[src/rtl/fetch_controller.sv]
// Instruction fetch sequencer: walks the PC through instruction memory and
// buffers {pc, instr} pairs in a small in-order prefetch FIFO for decode.
//
// state    | meaning
// ---------+----------------------------------------------------------
// ST_IDLE  | out of reset, no fetching until start
// ST_FETCH | issuing one fetch per cycle whenever the FIFO has room
// ST_HALT  | fetching stopped, buffered entries still drain to decode
module fetch_controller #(
   parameter int                ADDR_W   = 16,
   parameter int                INSTR_W  = 16,
   parameter int                DEPTH    = 2,
   parameter logic [ADDR_W-1:0] RESET_PC = '0
) (
   input  logic               clk,
   input  logic               reset,
   input  logic               start,
   input  logic               halt_req,
   input  logic               redirect_valid,
   input  logic [ADDR_W-1:0]  redirect_pc,
   output logic [ADDR_W-1:0]  imem_addr,
   input  logic [INSTR_W-1:0] imem_instr,
   output logic               out_valid,
   input  logic               out_ready,
   output logic [INSTR_W-1:0] out_instr,
   output logic [ADDR_W-1:0]  out_pc,
   output logic               halted
);

   localparam int               PTR_W    = $clog2(DEPTH);
   localparam int               CNT_W    = $clog2(DEPTH + 1);
   localparam logic [CNT_W-1:0] FULL_CNT = CNT_W'(DEPTH);

   typedef enum logic [1:0] {
      ST_IDLE  = 2'd0,
      ST_FETCH = 2'd1,
      ST_HALT  = 2'd2
   } state_t;

   state_t             state;
   state_t             state_nxt;
   logic [ADDR_W-1:0]  pc;
   logic [ADDR_W-1:0]  pc_nxt;
   logic [CNT_W-1:0]   count;
   logic [CNT_W-1:0]   count_nxt;
   logic [PTR_W-1:0]   rd_ptr;
   logic [PTR_W-1:0]   wr_ptr;
   logic [ADDR_W-1:0]  fifo_pc    [DEPTH];
   logic [INSTR_W-1:0] fifo_instr [DEPTH];
   logic               push;
   logic               pop;

   assign imem_addr = pc;
   assign out_valid = (count != '0);
   assign out_pc    = fifo_pc[rd_ptr];
   assign out_instr = fifo_instr[rd_ptr];
   assign halted    = (state == ST_HALT);

   assign pop  = out_valid & out_ready;
   // a full FIFO can still accept a push when the head leaves in the same cycle
   assign push = (state == ST_FETCH) & ~halt_req & ~redirect_valid &
                 ((count < FULL_CNT) | pop);

   always_comb begin
      state_nxt = state;
      case (state)
         ST_IDLE:  if (start)    state_nxt = ST_FETCH;
         ST_FETCH: if (halt_req) state_nxt = ST_HALT;
         ST_HALT:  if (start)    state_nxt = ST_FETCH;
         default:                state_nxt = ST_IDLE;
      endcase
   end

   always_comb begin
      pc_nxt    = pc;
      count_nxt = count;
      if (redirect_valid) begin
         // masking keeps the target halfword aligned
         pc_nxt    = redirect_pc & ~ADDR_W'(1);
         count_nxt = '0;
      end else begin
         if (push) begin
            pc_nxt = pc + ADDR_W'(2);
         end
         case ({push, pop})
            2'b10:   count_nxt = count + CNT_W'(1);
            2'b01:   count_nxt = count - CNT_W'(1);
            default: count_nxt = count;
         endcase
      end
   end

   always_ff @(posedge clk or posedge reset) begin
      if (reset) begin
         state <= ST_IDLE;
         pc    <= RESET_PC;
         count <= '0;
      end else begin
         state <= state_nxt;
         pc    <= pc_nxt;
         count <= count_nxt;
      end
   end

   always_ff @(posedge clk or posedge reset) begin
      if (reset) begin
         rd_ptr <= '0;
         wr_ptr <= '0;
      end else if (redirect_valid) begin
         // a pop in a redirect cycle is dropped along with everything else
         rd_ptr <= '0;
         wr_ptr <= '0;
      end else begin
         if (push) begin
            wr_ptr <= wr_ptr + PTR_W'(1);
         end
         if (pop) begin
            rd_ptr <= rd_ptr + PTR_W'(1);
         end
      end
   end

   // storage is cleared on reset so out_pc/out_instr read zero until first push
   always_ff @(posedge clk or posedge reset) begin
      if (reset) begin
         for (int i = 0; i < DEPTH; i++) begin
            fifo_pc[i]    <= '0;
            fifo_instr[i] <= '0;
         end
      end else if (push) begin
         fifo_pc[wr_ptr]    <= pc;
         fifo_instr[wr_ptr] <= imem_instr;
      end
   end

endmodule

[config.mk]
export PLATFORM = sky130hd
export DESIGN_NAME = fetch_controller
export DESIGN_NICKNAME = d
export VERILOG_FILES = /design/src/rtl/fetch_controller.sv
export SDC_FILE = /design/constraint.sdc
export NUM_CORES = 1
export LEC_CHECK = 0
export ABC_CLOCK_PERIOD_IN_PS = 4700
export CAP_MARGIN = 20
export CORE_ASPECT_RATIO = 0.9
export CORE_MARGIN = 4
export CORE_UTILIZATION = 50
export CTS_CLUSTER_SIZE = 30
export DETAILED_ROUTE_END_ITERATION = 10
export HOLD_SLACK_MARGIN = 0.06
export PLACE_DENSITY = 0.79
export SYNTH_ARGS = -nofsm -noshare
export SYNTH_HDL_FRONTEND = slang
export SYNTH_SLANG_ARGS = --single-unit
[constraint.sdc]
create_clock -name clk -period 4.7 [get_ports clk]
set_input_delay 0.94 -clock clk [delete_from_list [all_inputs] [get_ports clk]]
set_output_delay 0.94 -clock clk [all_outputs]
set_load 0.01 [all_outputs]
-- Word level (Yosys, flattened, before mapping)
Index checks and enable logic that the tools add are counted.
- bitwise operators: 9
- eq/ne operators: 6
- order comparisons: 4
- reduce and logical (&&, ||, !) cells: 8
- $add $sub $neg: 5
- multiplexer cells: 21
- operators with widths (kind ; number):
    2-to-1 mux 16 bit ; 9
    bitwise mux 32 bit ; 2
    adder 16 x 2 -> 16 bit, second input constant ; 1
    demux 16 bit (select 1 bit) ; 1
    one-hot mux 2 bit (2 select lines) ; 2
    2-to-1 mux 2 bit ; 3
    nonzero test 2 bit ; 3
    bitwise AND 1 bit ; 4
    equality test 2 x 1 -> 1 bit, second input constant ; 2
    equality test 2 bit, second input constant ; 2
    >= comparator 2 bit, second input constant ; 2
    2-to-1 mux 1 bit ; 4
    inverter 1 -> 2 bit ; 2
    nonzero test 3 bit ; 1
    adder 1 bit, second input constant ; 2
    adder 2 x 1 -> 2 bit, second input constant ; 1
    logical NOT 2 bit ; 1
    less-than comparator 2 x 1 -> 1 bit, second input constant ; 1
    less-than comparator 2 bit, second input constant ; 1
    inequality test 2 x 1 -> 1 bit, second input constant ; 1
    inequality test 2 bit, second input constant ; 1
    inverter 1 bit ; 2
    AND reduction 2 bit ; 1
    OR reduction 2 bit ; 1
    3 further kinds ; 3
- flip-flop bits (word level): 86
- output and inout port bits: 50
- input port bits: 38
- word-level logic and storage cells: 62

-- Longest topological paths before layout
- word-level depth: 7
- gate-level depth with buffers: 6
- depth with buffers taken out: 5

-- Least setup slack after synthesis
Ideal clock, no wire load.
- kind: input to register
- start point: in halt_req
- end point: reg fifo_instr[17] in the netlist's numbering
- setup slack: 2.500 ns
- path buffers: 1
- arrival time: 2.075 ns
- stages: 5
- required time: 4.575 ns
- setup time: 0.125 ns
- path through: nor3b_4 -> nand2_2 -> nor3_4 -> buf_6 -> mux2_2
- word-level cells in the longest chain between the ends: 4
- RTL lines (element ; RTL line ; source):
    from (decl) ; 18 ; input logic halt_req,
    inverter 1 bit ; 61 ; assign push = (state == ST_FETCH) & ~halt_req & ~redirect_valid &
    bitwise AND 1 bit (3 in series) ; 61 ;
    to (signal, indexed assignment) ; 132 ; fifo_instr[wr_ptr] <= imem_instr;
    to (decl) ; 49 ; logic [INSTR_W-1:0] fifo_instr [DEPTH];
No other way between the ends.
A chain may end at the register's enable or synchronous reset.

-- Final worst setup path
- start point: reg rd_ptr
- end point: out out_pc[14]
- word-level cells in the longest chain between the ends: 4
- RTL lines (element ; RTL line ; source):
    from (decl) ; 46 ; logic [PTR_W-1:0] rd_ptr;
    from (signal assigned) ; 118 ; rd_ptr <= rd_ptr + PTR_W'(1);
    inverter 1 -> 2 bit (implied by the code) ; 55 ; assign out_pc = fifo_pc[rd_ptr];
    2-to-1 mux 16 bit (implied by the code) (3 in series) ; 55 ;
    to (decl) ; 26 ; output logic [ADDR_W-1:0] out_pc,
No other way between the ends. The select of a mux whose other input is x is not followed.

==> flow_summary.json <==
{
  "yosys_register_bits": 83,
  "ios": 88,
  "yosysTopAreaCell": "dfrtp_1",
  "wire_per_inst_um": 16.5,
  "port_buffers": 84,
  "reg2reg_depth": 5,
  "antenna_found_initial": 0,
  "synthCells": 305,
  "final_cell_mix": "90 x mux2_2, 84 x clkdlybuf4s50_1, 83 x dfrtp_1",
  "grt_util_all_layers": 0.188,
  "slowest_delay_ns": 0.69,
  "nFillCells": 585,
  "yosys-top-cells-area": "dfrtp_1 53%, mux2_2 26%, nand2_1 1.9%, nand3_1 1.7%, nor2b_1 1.3%",
  "die_width_um": 101,
  "clock-sinks": 83,
  "h-tree-depth": 3,
  "clk_pin_slew_ns": 0.09,
  "cpMaxStageDelayCell": "dfrtp_1",
  "synth_area_um2": 3920,
  "setup_ws_ns": 1.44,
  "yosysUniqueCellTypes": 43,
  "cts_tree": "built",
  "final_antenna_net_count": 0,
  "worstPathArrival_ns": 2.32,
  "async_flop_share": 1.00,
  "placed_cells": 475,
  "drt-initial-drc-count": 108,
  "yosysTopAreaCellShare": 0.530,
  "die_area_um2": 9320,
  "post_cts_buffers": 0,
  "max-cap-violations": 0,
  "start_util": 0.517,
  "critPathKind": "reg -> out",
  "grt_pass1_vias": 2749,
  "final-instance-count-excl-fill": 492,
  "slew_viol_final": 0,
  "vias_per_cell": 5.38,
  "yosysSeqAreaShare": 0.530,
  "setup_viol": 0,
  "hold_slack_ns": 0.497,
  "worstPathRequired_ns": 3.76,
  "hold_violations": 0,
  "fin_crit_sh": 0.694,
  "yosys_warnings": 0,
  "fin_tns_setup_ns": 0,
  "layout.nets": 430,
  "die_h_um": 92.0,
  "relSlewSlack": 0.632,
  "r2r_slack_ns": 2.71,
  "clock_path_buffers": 2,
  "cts_hold_buf": 0,
  "num_rows": 30,
  "grt_max_degree": 59,
  "preCtsSetupSlack_ns": 1.57,
  "irDropWorstVdd_uv": 373,
  "synth_ff_type": "dfrtp_1",
  "clock_latency_ns": 0.36,
  "crit_fanout": 20,
  "rsz0062_at_grt": "false",
  "coreArea_um2": 7580,
  "outcome": "finished clean",
  "grt_pass1_wl_mm": 13.9,
  "vias": 2648,
  "fin_skew_ns": 0.0122,
  "period_needed_ns": 3.26,
  "path_cells": "buf_4 > mux2_2 > clkdlybuf4s50_1",
  "startpoint_type": "flip-flop",
  "fmax_mhz": 306,
  "route.detailed.drc": 0,
  "worst_pin_slew_ns": 0.553,
  "place_congestion": 0.742,
  "synth-edff-count": 0,
  "final_layout_size_suffix_gt1_frac": 0.306,
  "cts_inserted_buffers": 9,
  "p_leak_nw": 2.16,
  "firstDrtPassIters": 4,
  "end_kind": "output port",
  "root_buffer": "clkbuf_8",
  "hold_depth": 1,
  "hold_path.class": "reg -> reg",
  "wl_mm": 8.12,
  "avgSynthCellArea_um2": 12.8,
  "area_delta_synth_final_pct": 29.7,
  "final_common_cell": "mux2_2",
  "n_antenna_cell": 0,
  "cts_resized": 0,
  "gr-total-overflow": 0,
  "p_per_area_nw_per_um2": 520,
  "dp_hpwl_mm": 5.48
}
power breakdown:
part           internal (mW)  switching [mW]
Sequential             0.978           0.148
Combinational          0.609           0.317
Clock                  0.319           0.268
Total                   1.91           0.733
area by class of cell:
class | instances | area, um^2 | share of cell area
timing repair buffer | 91 | 906 | 0.178
inverter | 3 | 12.5 | 0.00246
clock buffer | 10 | 138 | 0.0271
tap | 96 | 120 | 0.0236
sequential | 83 | 2080 | 0.409
clock inverter | 6 | 93.8 | 0.0185
multi-input combinational | 203 | 1730 | 0.341
through the flow:
stage / cell area (um^2) / utilization / power, mW
after floorplan: 3920 / - / 1.63
after global placement: 4830 / 0.637 / 2.04
after detailed placement: 4830 / 0.637 / 2.07
after CTS: 5060 / 0.667 / 2.66
after global routing: 5080 / 0.670 / 2.81
final: 5080 / 0.670 / 2.64
state kept, by name, indices dropped and copies added (netlist names):
register	flops
fifo_instr	32
state	2
imem_addr	15
rd_ptr	1
wr_ptr	1
count	2
fifo_pc	30
layer usage:
metal	GRT usage	share of wire	up-vias
li1	-	-	1269
met1	0.262	0.46	1300
met2	0.285	0.46	68
met3	0.0631	0.067	11
met4	0.0443	0.010	0
met5	0	0	-
cells in the mapped netlist (3+ instances only):
library cell	instances
o211ai_1	4
mux2_1	3
o21ai_0	10
or4_1	5
clkbuf_1	3
nand3_1	13
nor2_1	6
xnor2_1	3
buf_2	5
nor2b_1	8
buf_6	3
mux2_2	90
nor4_1	3
xor2_1	5
nand2_1	20
nand4_1	4
buf_1	4
mux2i_1	3
dfrtp_1	83
critical path, delay by kind of cell, from the launching register on:
kind | cells | cell delay [ns]
muxes | 1 | 0.38
buffers and inverters | 2 | 0.90
DFF | 1 | 0.69
logic make-up (layout without fill, tap and decap cells):
family          after synthesis  count (layout)  synth area share
compound gates               22              22            0.0351
xor+xnor                      8               8            0.0179
fa+ha+maj                     1               1           0.00319
buf+inv                      20             110            0.0284
flops                        83              83             0.530
mux                          96              96             0.275
other cells                   1               2          0.000957
simple gates                 74              74             0.109
final timing paths:
| kind | from | to |
|---|---|---|
| setup / recovery | rd_ptr | out_pc[14] |
| hold / removal | fifo_instr[10] | fifo_instr[10] |
| setup reg to reg | state[1] | fifo_pc[24] |
| hold reg to reg | fifo_instr[10] | fifo_instr[10] |
| max in group asynchronous | reset | fifo_pc[17] |
| min in group asynchronous | reset | fifo_instr[0] |
Note: power is estimated with default switching activity, not from simulation.
==> RTL change 1 (same flow settings) <==
Re-encode `state_t` (3 states) as one-hot, 3 bits wide.
--- a/src/rtl/fetch_controller.sv
+++ b/src/rtl/fetch_controller.sv
@@ -32,8 +32,8 @@
    localparam logic [CNT_W-1:0] FULL_CNT = CNT_W'(DEPTH);
 
-   typedef enum logic [1:0] {
-      ST_IDLE  = 2'd0,
-      ST_FETCH = 2'd1,
-      ST_HALT  = 2'd2
+   typedef enum logic [2:0] {
+      ST_IDLE  = 3'b001,
+      ST_FETCH = 3'b010,
+      ST_HALT  = 3'b100
    } state_t;
 
Check against the original RTL: no difference found for any inputs over 4 cycles, from zero or initial values and one cycle with reset high; so few cycles prove little.
==> RTL change 1 against the original RTL <==
Worst hold slack lost 0.0063 ns. Sequential power decreased by 9.7%. Wire length is 1.3% higher. Non-clock buffer count did not move. Setup slack worse by 0.076 ns. Power is 4.2% lower. Sequential cell count up 1. Clock skew is 0.0038 ns lower. Area after synthesis shrank 0.70%. Final area up 0.42%. Die area decreased by 0.65%. Critical path type is now input port to flop. First-iteration DRC count shrank 30%.
==> RTL change 1: results (changes against the original RTL) <==
| Metric | Value |
|---|---|
| Post-synth top cells | `mux2_2, dfrtp_1, nor2_1, nand2_1, o21ai_0` |
| Initial DRT Pass Iterations | `4 (unchanged)` |
| Root buffer cell | `clkbuf_8` |
| Tightest Pin Transition | `0.812 ns (+0.259 ns)` |
| Final setup viols | `0 (unchanged)` |
| Worst IR drop on VDD | `258 µV (-31%)` |
| Clock-pin slew on the worst setup and hold paths | `0.08 ns` |
| Placer Congestion | `0.765 (+3.0%)` |
| Top_reg_cell synth | `dfrtp_1` |
| Vias per inst | `5.52 (+2.6%)` |
| Wirelength, routed | `8230 µm (+1.3%)` |
| Status | `complete, no violations` |
| Top reg by flops | `fifo_instr` |
| Vias in the first global route | `2882 (+4.8%)` |
| Placed Instances | `473 (-0.42%)` |
| Leakage | `2.23 nW (+3.3%)` |
| Initial antenna violation count | `0 (unchanged)` |
| Worst path max stage delay | `0.54 ns (-0.15 ns)` |
| Post-synth cell types | `39 (-9.3%)` |
| First-pass GRT wire length | `14100 µm (+1.7%)` |
| Ratio of cells with drive above 1 in the final layout | `30.0% (-0.53 points)` |
| GRT Util Overall | `19.2% (+0.38 points)` |
| Synth top area cells | `dfrtp_1, mux2_2, mux2_1` |
| Slowest CP cell | `nand3_2` |
| DR iter-0 viols | `76 (-30%)` |
| Fillers | `574 (-1.9%)` |
| IO buf count | `84 (unchanged)` |
| Largest net degree at the start of global routing | `48 (-19%)` |
| Total CTS buffers | `9 (unchanged)` |
| Post CTS Setup Buffer Count | `0 (unchanged)` |
| Wirelength per Cell | `16.8 µm (+1.9%)` |
| Worst-path fanout max | `18 (-10%)` |
| PostCTS Resize Cnt | `0 (unchanged)` |
| Skew final | `0.00849 ns (-0.00376 ns)` |
| H-tree Lvls | `3 (unchanged)` |
| HPWL after DPL | `5640 µm (+3.0%)` |
| Arr. time, crit path | `3.58 ns (+1.26 ns)` |
| Sequential area share after synthesis | `54.1% (+1.1 points)` |
| Final nets | `427 (-0.70%)` |
| CTS max path bufs | `2 (unchanged)` |
| Worst skew pair latency | `0.35 ns` |
| Diode count | `0 (unchanged)` |
| Max FFs per register | `32 (unchanged)` |
| Post-Syn Instances | `301 (-1.3%)` |
| Async S/R FF share, synth | `100% (unchanged)` |
| Yosys warns | `0 (unchanged)` |
| Worst Hold Class | `flop to flop` |
==> RTL change 1: routing by layer <==
layer  track usage (%)  wire [µm]
met1              26.8       3850
met2              29.7       3800
met3              4.94        487
met4              5.43         96
met5                 0          0
==> RTL change 1: per-stage QoR <==
| step | hold WS (ns) | area [µm²] | worst slack (ns) | utilization, % |
|---|---|---|---|---|
| floorplan | 0.454 | 3890 | 1.60 | - |
| global placement | 0.464 | 4840 | 1.01 | 64.1 |
| detailed placement | 0.476 | 4840 | 0.960 | 64.1 |
| CTS | 0.493 | 5100 | 1.35 | 67.6 |
| global route | 0.521 | 5100 | 1.24 | 67.6 |
| finish | 0.491 | 5100 | 1.36 | 67.6 |
==> RTL change 1: final cells by class <==
class                      count  area share (%)
clock buffer                  10            2.50
clock inverter                 6            2.67
inverter                       4           0.319
multi-input combinational    198            33.4
sequential                    84            41.2
tap                           96            2.35
timing repair buffer          91            17.5
==> RTL change 1: cell families (layout without fill, tap and decap cells) <==
logic type                 count (synthesis)  after routing  synth area share, %
adders and majority gates                  1              1                0.322
xor gates and xnor gates                   9              9                 2.03
and+or+nand+nor                           62             62                 9.20
muxes                                     94             94                 27.2
DFF                                       84             84                 54.1
other                                      1              2               0.0964
AOI/OAI and AO/OA                         30             30                 4.60
buffers and inverters                     20            111                 2.51
==> RTL change 1: worst max-delay path, delay by kind of cell <==
kind / cells / cell delay [ns]
simple gates: 3 / 1.42
mux: 1 / 0.32
buf+inv: 2 / 0.89
==> RTL change 1: final timing paths <==
check	startpoint	endpoint	slack, ns	depth (start not counted)
max in group asynchronous	reset	fifo_pc[31]$_DFFE_PP0P_	2.67	3
max reg2reg	state[1]$_DFFE_PP0P_	fifo_instr[5]$_DFFE_PP0P_	2.00	5
max	halt_req	fifo_instr[5]$_DFFE_PP0P_	1.36	6
min	fifo_instr[28]$_DFFE_PP0P_	fifo_instr[28]$_DFFE_PP0P_	0.49	1
min reg2reg	fifo_instr[28]$_DFFE_PP0P_	fifo_instr[28]$_DFFE_PP0P_	0.49	1
min in group asynchronous	reset	fifo_instr[10]$_DFFE_PP0P_	1.05	2
==> RTL change 1: where the power goes <==
| part | internal [mW] | switching [mW] |
|---|---|---|
| Sequential | 0.904 | 0.120 |
| Combinational | 0.543 | 0.297 |
| Clock | 0.408 | 0.257 |
==> RTL change 2 (config.mk and constraints unchanged) <==
Without the edit above. `DEPTH`: 2 -> 8.
--- a/src/rtl/fetch_controller.sv
+++ b/src/rtl/fetch_controller.sv
@@ -10,5 +10,5 @@
    parameter int                ADDR_W   = 16,
    parameter int                INSTR_W  = 16,
-   parameter int                DEPTH    = 2,
+   parameter int                DEPTH    = 8,
    parameter logic [ADDR_W-1:0] RESET_PC = '0
 ) (
Function: same outputs for any inputs over 4 cycles, from zero or initial values and one cycle with reset high; that may be too few to reach the edited logic, so the function may still have changed.
==> RTL change 2 against the original RTL <==
Area after synthesis grew to 3.3 times the old value. Sequential cell count grew 192. Wire length grew to 3.4 times the old value. Setup slack lost 0.59 ns. Worst hold slack lost 0.010 ns. Clock skew grew 0.00071 ns. Utilization shrank 7.8 points. Clock power grew to 3.7 times the old value. Final area grew to 2.9 times the old value. Maximum frequency shrank 15%. Power grew 150%. Critical endpoint is now out_instr[14]. Largest cell class unchanged. Largest power group unchanged. Highest routed layer unchanged.
==> RTL change 2: results (changes against the original RTL) <==
| Metric | Value |
|---|---|
| DR iter-0 viols | `541 (+400%)` |
| Worst IR drop on VDD | `245 µV (-34%)` |
| Root buffer cell | `clkbuf_16` |
| First-pass GRT wire length | `45100 µm (+220%)` |
| Worst skew pair latency | `0.52 ns (+0.16 ns)` |
| Vias in the first global route | `8168 (+200%)` |
| Worst path max stage delay | `0.77 ns (+0.08 ns)` |
| Largest net degree at the start of global routing | `108 (+83%)` |
| Multiplexer share of the synthesized area | `35.7% (+8.2 points)` |
| Status | `complete, no violations` |
| Leakage | `6.79 nW (+210%)` |
| Ratio of cells with drive above 1 in the final layout | `44.7% (+14 points)` |
| Total CTS buffers | `27 (+18)` |
| Sequential area share after synthesis | `53.7% (+0.71 points)` |
| Clock-pin slew on the worst setup and hold paths | `0.06 ns (-0.03 ns)` |
| Skew final | `0.0129 ns (+0.000706 ns)` |
| Area share of xor/xnor cells in the synthesized design | `0.274% (-1.5 points)` |
| Post-Place Setup Slack | `0.783 ns (-0.789 ns)` |
| Vias per inst | `5.88 (+9.3%)` |
| Slowest CP cell | `dfrtp_4` |
| Arr. time, crit path | `2.91 ns (+0.59 ns)` |
| Post-synth cell types | `55 (+28%)` |
| Slew HR | `27.8% (-35 points)` |
| HPWL after DPL | `16500 µm (+200%)` |
| Synth top area cells | `dfrtp_1, mux2_2, mux4_2` |
| H-tree Lvls | `1 (-2)` |
[RTL change 2: cell types whose count changed after synthesis, sizes merged, moves of 8 or more]
| cell | unedited run | this run |
|---|---|---|
| dfrtp | 83 | 275 |
| mux2 | 93 | 281 |
| mux4 | 0 | 62 |
| clkbuf | 3 | 32 |
| buf | 14 | 41 |
| inv | 2 | 10 |
| nor2 | 6 | 14 |
[RTL change 2: per-layer routing]
layer	up-vias	GRT usage (%)	part of all wire (%)
li1	3303	-	-
met2	166	32.0	49
met5	-	0	0
met4	0	5.24	2.6
met1	3976	28.3	45
met3	58	2.82	3.7
[RTL change 2: final cells by class]
cell class                      instances  area [µm²]
Fill cell                            1960       10300
Sequential cell                       275        6890
Multi-Input combinational cell        492        5580
Timing Repair Buffer                  107        1060
Clock buffer                           36         759
Tap cell                              342         428
Clock inverter                         13         148
Inverter                               10        41.3
[RTL change 2: path summary, 6_finish.rpt]
kind / start / end / slack, ns / cells after the start
max: rd_ptr[1]$_DFFE_PP0P_ / out_instr[14] / 0.85 / 4
min: fifo_pc[106]$_DFFE_PP0P_ / fifo_pc[106]$_DFFE_PP0P_ / 0.49 / 1
max reg2reg: state[1]$_DFFE_PP0P_ / fifo_pc[90]$_DFFE_PP0P_ / 1.70 / 5
min reg2reg: fifo_pc[106]$_DFFE_PP0P_ / fifo_pc[106]$_DFFE_PP0P_ / 0.49 / 1
max in group asynchronous: reset / rd_ptr[1]$_DFFE_PP0P_ / 2.70 / 3
min in group asynchronous: reset / fifo_instr[117]$_DFFE_PP0P_ / 0.93 / 2
[RTL change 2: power by group]
part           internal, mW  switching (mW)
combinational         0.924           0.561
clock                  1.30           0.894
sequential             2.67           0.244
